--- src/rtl/video_pkg.sv ---
// Shared definitions for the palette/DAC video output stage: component width,
// ordered-dither threshold table, fade FSM encoding and per-component helpers.
package video_pkg;

    localparam int COMP_W = 5;

    // Bit-reversed 3-bit phase: spreads the thresholds evenly across phases.
    localparam logic [2:0] DITHER_T [0:7] = '{
        3'd0, 3'd4, 3'd2, 3'd6, 3'd1, 3'd5, 3'd3, 3'd7
    };

    typedef enum logic [1:0] {
        FADE_IDLE = 2'd0,
        FADE_WAIT = 2'd1,
        FADE_STEP = 2'd2
    } fade_state_t;

    // (c * bright) >> 4; bright is 0..16, so 16 is the identity.
    function automatic logic [COMP_W-1:0] scale_comp(
        input logic [COMP_W-1:0] c,
        input logic [4:0]        b
    );
        return COMP_W'(({5'd0, c} * {5'd0, b}) >> 4);
    endfunction

    // Returns the coarse part of c, bumped by one when the fraction (scaled to
    // 3 bits) beats the threshold. The bump never wraps past all-ones.
    function automatic logic [COMP_W-1:0] dither_sat(
        input logic [COMP_W-1:0] c,
        input logic [2:0]        t,
        input int                frac_w
    );
        logic [COMP_W-1:0] coarse;
        logic [COMP_W-1:0] frac3;
        logic [COMP_W-1:0] top;
        coarse = c >> frac_w;
        frac3  = (c - (coarse << frac_w)) << (3 - frac_w);
        top    = COMP_W'((1 << (COMP_W - frac_w)) - 1);
        if ((frac3 > {2'b00, t}) && (coarse != top))
            return coarse + 5'd1;
        return coarse;
    endfunction

endpackage

--- src/rtl/dpram.sv ---
// Simple dual-port RAM: synchronous write, synchronous read returning the
// pre-write contents when both ports hit the same address on one edge.
module dpram #(
    parameter int    AW        = 8,
    parameter int    DW        = 16,
    parameter string INIT_FILE = ""
) (
    input  logic          clk,
    input  logic          we,
    input  logic [AW-1:0] wr_addr,
    input  logic [DW-1:0] wr_data,
    input  logic [AW-1:0] rd_addr,
    output logic [DW-1:0] rd_data
);

    (* ram_init_file = INIT_FILE *) logic [DW-1:0] mem [0:(1<<AW)-1];

    always_ff @(posedge clk) begin
        if (we)
            mem[wr_addr] <= wr_data;
        rd_data <= mem[rd_addr];
    end

endmodule

--- src/rtl/video_fade_ctrl.sv ---
// Per-frame brightness fade engine: steps bright toward a target once every
// (fade_rate+1) frames, and keeps the frame parity used by temporal dither.
module video_fade_ctrl
    import video_pkg::*;
(
    input  logic       clk,
    input  logic       rst,
    input  logic       frame_start,
    input  logic [4:0] fade_target,
    input  logic [3:0] fade_rate,
    input  logic       fade_go,
    output logic [4:0] bright,
    output logic       fade_busy,
    output logic       frame_par
);

    fade_state_t state;
    logic [4:0]  target;
    logic [3:0]  cnt;
    logic [4:0]  go_target;
    logic [4:0]  eff_target;
    logic [4:0]  next_bright;

    // A retarget arriving in the STEP cycle steers that very step.
    always_comb begin
        go_target   = (fade_target > 5'd16) ? 5'd16 : fade_target;
        eff_target  = fade_go ? go_target : target;
        next_bright = bright;
        if (bright < eff_target)
            next_bright = bright + 5'd1;
        else if (bright > eff_target)
            next_bright = bright - 5'd1;
    end

    assign fade_busy = (state != FADE_IDLE);

    always_ff @(posedge clk or posedge rst) begin
        if (rst) begin
            state     <= FADE_IDLE;
            target    <= 5'd16;
            cnt       <= 4'd0;
            bright    <= 5'd16;
            frame_par <= 1'b0;
        end else begin
            if (frame_start)
                frame_par <= ~frame_par;
            if (fade_go)
                target <= go_target;

            case (state)
                FADE_IDLE: begin
                    if (fade_go) begin
                        cnt <= fade_rate;
                        if (go_target != bright)
                            state <= FADE_WAIT;
                    end
                end
                FADE_WAIT: begin
                    // Retarget keeps the running frame count.
                    if (fade_go && (go_target == bright))
                        state <= FADE_IDLE;
                    else if (frame_start) begin
                        if (cnt == 4'd0)
                            state <= FADE_STEP;
                        else
                            cnt <= cnt - 4'd1;
                    end
                end
                FADE_STEP: begin
                    bright <= next_bright;
                    if (next_bright == eff_target)
                        state <= FADE_IDLE;
                    else begin
                        cnt   <= fade_rate;
                        state <= FADE_WAIT;
                    end
                end
                default: state <= FADE_IDLE;
            endcase
        end
    end

endmodule

--- src/rtl/video_dac_dither.sv ---
// Palette lookup, brightness scale and ordered dither down to a DAC_W-bit DAC.
// Three-stage pipeline: RAM read register, scale register, dither/output register.
module video_dac_dither
    import video_pkg::*;
#(
    parameter int    DAC_W    = 2,
    parameter int    PAL_AW   = 8,
    parameter string PAL_INIT = "rtl/video/video_cram.mif"
) (
    input  logic              clk,
    input  logic              rst,
    input  logic [PAL_AW-1:0] pix_in,
    input  logic              blank_in,
    input  logic              line_odd,
    input  logic              frame_start,
    input  logic [PAL_AW-1:0] cram_addr_in,
    input  logic [15:0]       cram_data_in,
    input  logic              cram_we,
    input  logic [4:0]        fade_target,
    input  logic [3:0]        fade_rate,
    input  logic              fade_go,
    output logic [DAC_W-1:0]  vred,
    output logic [DAC_W-1:0]  vgrn,
    output logic [DAC_W-1:0]  vblu,
    output logic [4:0]        vred_raw,
    output logic [4:0]        vgrn_raw,
    output logic [4:0]        vblu_raw,
    output logic              vdac_mode,
    output logic              fade_busy,
    output logic [4:0]        bright
);

    localparam int FRAC_W = COMP_W - DAC_W;

    logic [15:0]       ram_q;
    logic              frame_par;
    logic              ph;
    logic              blank1;
    logic              blank2;
    logic [COMP_W-1:0] r_s;
    logic [COMP_W-1:0] g_s;
    logic [COMP_W-1:0] b_s;
    logic              mode_s;
    logic [2:0]        phase;
    logic [2:0]        thr;

    // Stage 1 lives inside the RAM (address/data register).
    dpram #(
        .AW        (PAL_AW),
        .DW        (16),
        .INIT_FILE (PAL_INIT)
    ) u_cram (
        .clk     (clk),
        .we      (cram_we),
        .wr_addr (cram_addr_in),
        .wr_data (cram_data_in),
        .rd_addr (pix_in),
        .rd_data (ram_q)
    );

    video_fade_ctrl u_fade (
        .clk         (clk),
        .rst         (rst),
        .frame_start (frame_start),
        .fade_target (fade_target),
        .fade_rate   (fade_rate),
        .fade_go     (fade_go),
        .bright      (bright),
        .fade_busy   (fade_busy),
        .frame_par   (frame_par)
    );

    always_ff @(posedge clk or posedge rst) begin
        if (rst) begin
            blank1 <= 1'b1;
            ph     <= 1'b0;
        end else begin
            blank1 <= blank_in;
            ph     <= ~ph;
        end
    end

    // Stage 2: scale by current brightness, zero during blanking.
    always_ff @(posedge clk or posedge rst) begin
        if (rst) begin
            blank2 <= 1'b1;
            r_s    <= '0;
            g_s    <= '0;
            b_s    <= '0;
            mode_s <= 1'b0;
        end else begin
            blank2 <= blank1;
            if (blank1) begin
                r_s    <= '0;
                g_s    <= '0;
                b_s    <= '0;
                mode_s <= 1'b0;
            end else begin
                r_s    <= scale_comp(ram_q[14:10], bright);
                g_s    <= scale_comp(ram_q[9:5], bright);
                b_s    <= scale_comp(ram_q[4:0], bright);
                mode_s <= ram_q[15];
            end
        end
    end

    always_comb begin
        phase = {frame_par, line_odd, ph};
        thr   = DITHER_T[phase];
    end

    // Stage 3: spatial+temporal ordered dither and output register.
    always_ff @(posedge clk or posedge rst) begin
        if (rst) begin
            vred      <= '0;
            vgrn      <= '0;
            vblu      <= '0;
            vred_raw  <= '0;
            vgrn_raw  <= '0;
            vblu_raw  <= '0;
            vdac_mode <= 1'b0;
        end else if (blank2) begin
            vred      <= '0;
            vgrn      <= '0;
            vblu      <= '0;
            vred_raw  <= '0;
            vgrn_raw  <= '0;
            vblu_raw  <= '0;
            vdac_mode <= 1'b0;
        end else begin
            vred      <= DAC_W'(dither_sat(r_s, thr, FRAC_W));
            vgrn      <= DAC_W'(dither_sat(g_s, thr, FRAC_W));
            vblu      <= DAC_W'(dither_sat(b_s, thr, FRAC_W));
            vred_raw  <= r_s;
            vgrn_raw  <= g_s;
            vblu_raw  <= b_s;
            vdac_mode <= mode_s;
        end
    end

endmodule

--- config.mk ---
export PLATFORM = sky130hd
export DESIGN_NAME = video_dac_dither
export DESIGN_NICKNAME = d
export VERILOG_FILES = /design/src/rtl/video_pkg.sv /design/src/rtl/dpram.sv /design/src/rtl/video_fade_ctrl.sv /design/src/rtl/video_dac_dither.sv
export SDC_FILE = /design/constraint.sdc
export NUM_CORES = 2
export LEC_CHECK = 0
export ABC_CLOCK_PERIOD_IN_PS = 4600
export CAP_MARGIN = 10
export CORE_ASPECT_RATIO = 2
export CORE_UTILIZATION = 55
export DETAILED_ROUTE_END_ITERATION = 8
export DONT_BUFFER_PORTS = 1
export PLACE_DENSITY = 0.71
export SLEW_MARGIN = 15
export SYNTH_ARGS = -nofsm -noshare
export SYNTH_HDL_FRONTEND = slang
export SYNTH_HIERARCHICAL = 1
export SYNTH_SLANG_ARGS = --single-unit
export TNS_END_PERCENT = 5
--- constraint.sdc ---
create_clock -name clk -period 4.6 [get_ports clk]
set_input_delay 0.92 -clock clk [delete_from_list [all_inputs] [get_ports clk]]
set_output_delay 0.92 -clock clk [all_outputs]
set_load 0.005 [all_outputs]
==> impl_metrics.py <==
metrics = {
    "layout": {
        "finalNonFillerCells": 12400,
        "final_core_util_pct": 61.6,
        "layout-drive-gt1-share_pct": 23.5,
        "final_cell_mix": "edfxtp_1, mux4_2, mux2i_1, buf_4, clkbuf_16",
        "num-nets-final": 8411,
        "final_common_cell": "edfxtp_1",
        "area_growth_pct": 11.3,
    },
    "die": {
        "dieArea_um2": 300000,
        "die_w_um": 388,
        "ioPinCount": 76,
        "core_um2": 295000,
        "start_util_pct": 55.4,
        "rows": 282,
        "die_h_um": 773,
    },
    "route": {
        "drt_iter0_drc": 8696,
        "wire_per_inst_um": 34.3,
        "drc": 0,
        "drt-pass1-iter-count": 9,
        "num_vias": 82200,
        "finalWirelength_mm": 426,
        "avgViaCountPerCell": 6.62,
        "ant_nets": 0,
    },
    "sta": {
        "fin_crit_ns": 4.57,
        "slew-limit-headroom_pct": -18.4,
        "clock.fmax_mhz": 219,
        "period_share_pct": 99.3,
        "fin_worst_skew_ns": 0.0914,
        "finalHoldViolCount": 0,
        "drv_slew": 205,
        "finalSetupViolCount": 0,
        "rsz0062_at_grt": "false",
        "worstMarginPinSlew_ns": 1.78,
    },
    "job": {
        "maxCapViolCount": 0,
    },
    "synth": {
        "synth.avg_cell_area_um2": 20.8,
        "synth_mux_area_share_pct": 15.1,
        "synth-seq-area-share_pct": 76.3,
        "synth_top_family_by_area": "multiplexers",
        "synth.area.top_cells": "edfxtp_1, mux4_2, mux2i_1",
        "netlist_instances": 7849,
        "ys_types": 82,
        "ys_seq_elements": 4170,
        "yosysTopAreaCell": "edfxtp_1",
        "syn_nets": 7982,
        "synth_top_area_share_pct": 75.2,
        "yosys.area_share.adder_pct": 0.747,
        "synth_edf_count": 4096,
        "syn_area_um2": 164000,
        "synthArstFlopShare_pct": 1.39,
        "ys_warn_count": 6,
        "synth_xor_area_share_pct": 0.198,
        "synth_compound_area_share_pct": 3.79,
        "synthSimpleGateAreaFrac_pct": 2.12,
        "ys.flop_type": "edfxtp_1",
    },
    "grt": {
        "grt_max_degree": 738,
        "grt_usage_pct": 28.1,
        "antenna_found_initial": 14,
        "grt_pass1_wl_mm": 600,
        "grt_overflow": 0,
        "grt_pass1_vias": 83700,
    },
    "worst_setup_path": {
        "critPathMostFrequentCell": "buf_16",
        "crit_type": "in -> reg",
        "reg2regPathDepth": 11,
        "r2r-end": "r_s[3]",
        "critPathArrivalTime_ns": 5.39,
        "critPathMaxStageDelay_ns": 0.90,
        "reg2reg_slack_ns": 0.96,
        "endpoint_kind": "flop",
        "start_kind": "input port",
        "cpMaxStageDelayCell": "o31ai_2",
        "critPathBufInv": 4,
        "worstPathRequired_ns": 5.42,
        "crit_chain": "buf_16 > buf_16 > buf_16 > nand2b_4 > o221ai_1 > a21oi_1 > o31ai_2 > o32ai_2 > buf_4 > nor4_2",
        "worst-path-stages": 10,
        "critPathMaxFanout": 129,
        "cp_top_family": "compound AO/OA/AOI/OAI gates",
        "r2r-start": "u_cram/rd_data[11]",
    },
    "worst_hold_path": {
        "hp-class": "in -> reg",
        "hold_path_depth": 0,
        "min_to": "u_cram/mem[30][5]",
        "holdCritStartpoint": "cram_data_in[5]",
    },
    "clock_network": {
        "clk_path_buf_depth": 4,
        "root_buffer": "clkbuf_16",
        "tritoncts": "done",
        "cts_setup_buffers": 0,
        "cts_inserted_buffers": 348,
        "cts_max_level": 5,
        "insertion_delay_ns": 0.95,
        "path_clk_slew_ns": 0.07,
        "cts.sinks": 4170,
    },
    "place": {
        "place_congestion": 0.968,
        "hpwl_mm": 247,
        "dp_cells": 11700,
        "port_buffers": 0,
    },
    "power_and_ir_drop": {
        "power.density_nw_per_um2": 418,
        "power_leakage_nw": 58.5,
        "ir_worst_vdd_uv": 401,
    },
    "run_status": {
        "status": "complete, but fails checks",
        "violations": "max-slew violations",
    },
}
-- stage by stage --
stage	cell area (um2)	hold WS [ns]	setup TNS, ns	power, W	setup slack [ns]
after floorplan	164000	0.391	0	0.0459	0.969
after global placement	170000	0.461	-13.46	0.0470	-1.18
after detailed placement	170000	0.455	-11.26	0.0471	-1.24
after CTS	182000	0.0431	0	0.0762	0.105
after global routing	182000	0.0770	0	0.0780	0.0284
final	182000	0.100	0	0.0761	0.0313
-- how the worst max path moves through the flow --
stage / to / slack, ns / startpoint
finish: u_cram/rd_data[4] / 0.03 / pix_in[1]
global route: u_cram/rd_data[5] / 0.03 / pix_in[1]
CTS: u_cram/rd_data[11] / 0.10 / pix_in[0]
detailed placement: u_cram/rd_data[11] / -1.24 / pix_in[0]
global placement: u_cram/rd_data[11] / -1.18 / pix_in[0]
floorplan: u_fade/cnt[2] / 0.97 / fade_go
-- area by class of cell --
| class | count | area (um2) |
|---|---|---|
| Fill cell | 19800 | 113000 |
| Timing Repair Buffer | 543 | 4850 |
| Antenna cell | 31 | 77.6 |
| Clock buffer | 417 | 9150 |
| Tap cell | 3834 | 4800 |
| Sequential cell | 4170 | 125000 |
| Multi-Input combinational cell | 3170 | 36100 |
| Clock inverter | 205 | 2030 |
| Inverter | 45 | 181 |
-- flip-flops by register name (all words and copies together) (netlist names) --
signal,count
mode_s,1
vdac_mode,1
blank1,1
vblu_raw,5
vred_raw,5
vred,2
blank2,1
u_cram/rd_data,16
u_fade/cnt,4
u_fade/frame_par,1
r_s,5
b_s,5
u_fade/bright,5
ph,1
u_cram/mem,4096
vgrn,2
vgrn_raw,5
vblu,2
u_fade/state,2
u_fade/target,5
g_s,5
-- per-layer routing --
metal	vias to the layer above	share of wire, %	global-route usage (%)
met4	4	8.5	21.1
met1	43500	33	31.6
met2	3903	52	48.6
met3	1042	6.8	4.14
met5	-	0.0080	0
li1	33700	-	-
-- cell usage after synthesis (all sizes together), types with 45 or more instances --
master and number:
mux4 797, buf 225, mux2i 574, and2 52, clkbuf 239, o22ai 151
dfrtp 54, edfxtp 4096, nor2 339, ha 64, nand2 66, o21ai 49
inv 45, o221ai 253, mux2 89, a21oi 189, nor3 99
-- power by group --
group	leakage, nW	internal, W	switching [W]	total [W]
Sequential	37.7	0.0419	0.000233	0.0422
Clock	5.43	0.0162	0.0134	0.0296
Combinational	15.4	0.00187	0.00248	0.00435
-- timing repair --
action | in CTS | in global routing
hold endpoints to repair | 56 | 0
gates resized for setup | 0 | 5
hold buffers | 3 | 0
endpoints found under the setup margin | 1 | 16
cloned | 1 | 5
-- kinds of logic after synthesis --
group	Yosys count
flops	4170
mux	1460
compound gates	857
simple gates	731
buf+inv	509
fa+ha+maj	85
xor+xnor	37
Note: power is estimated with default switching activity, not from simulation.
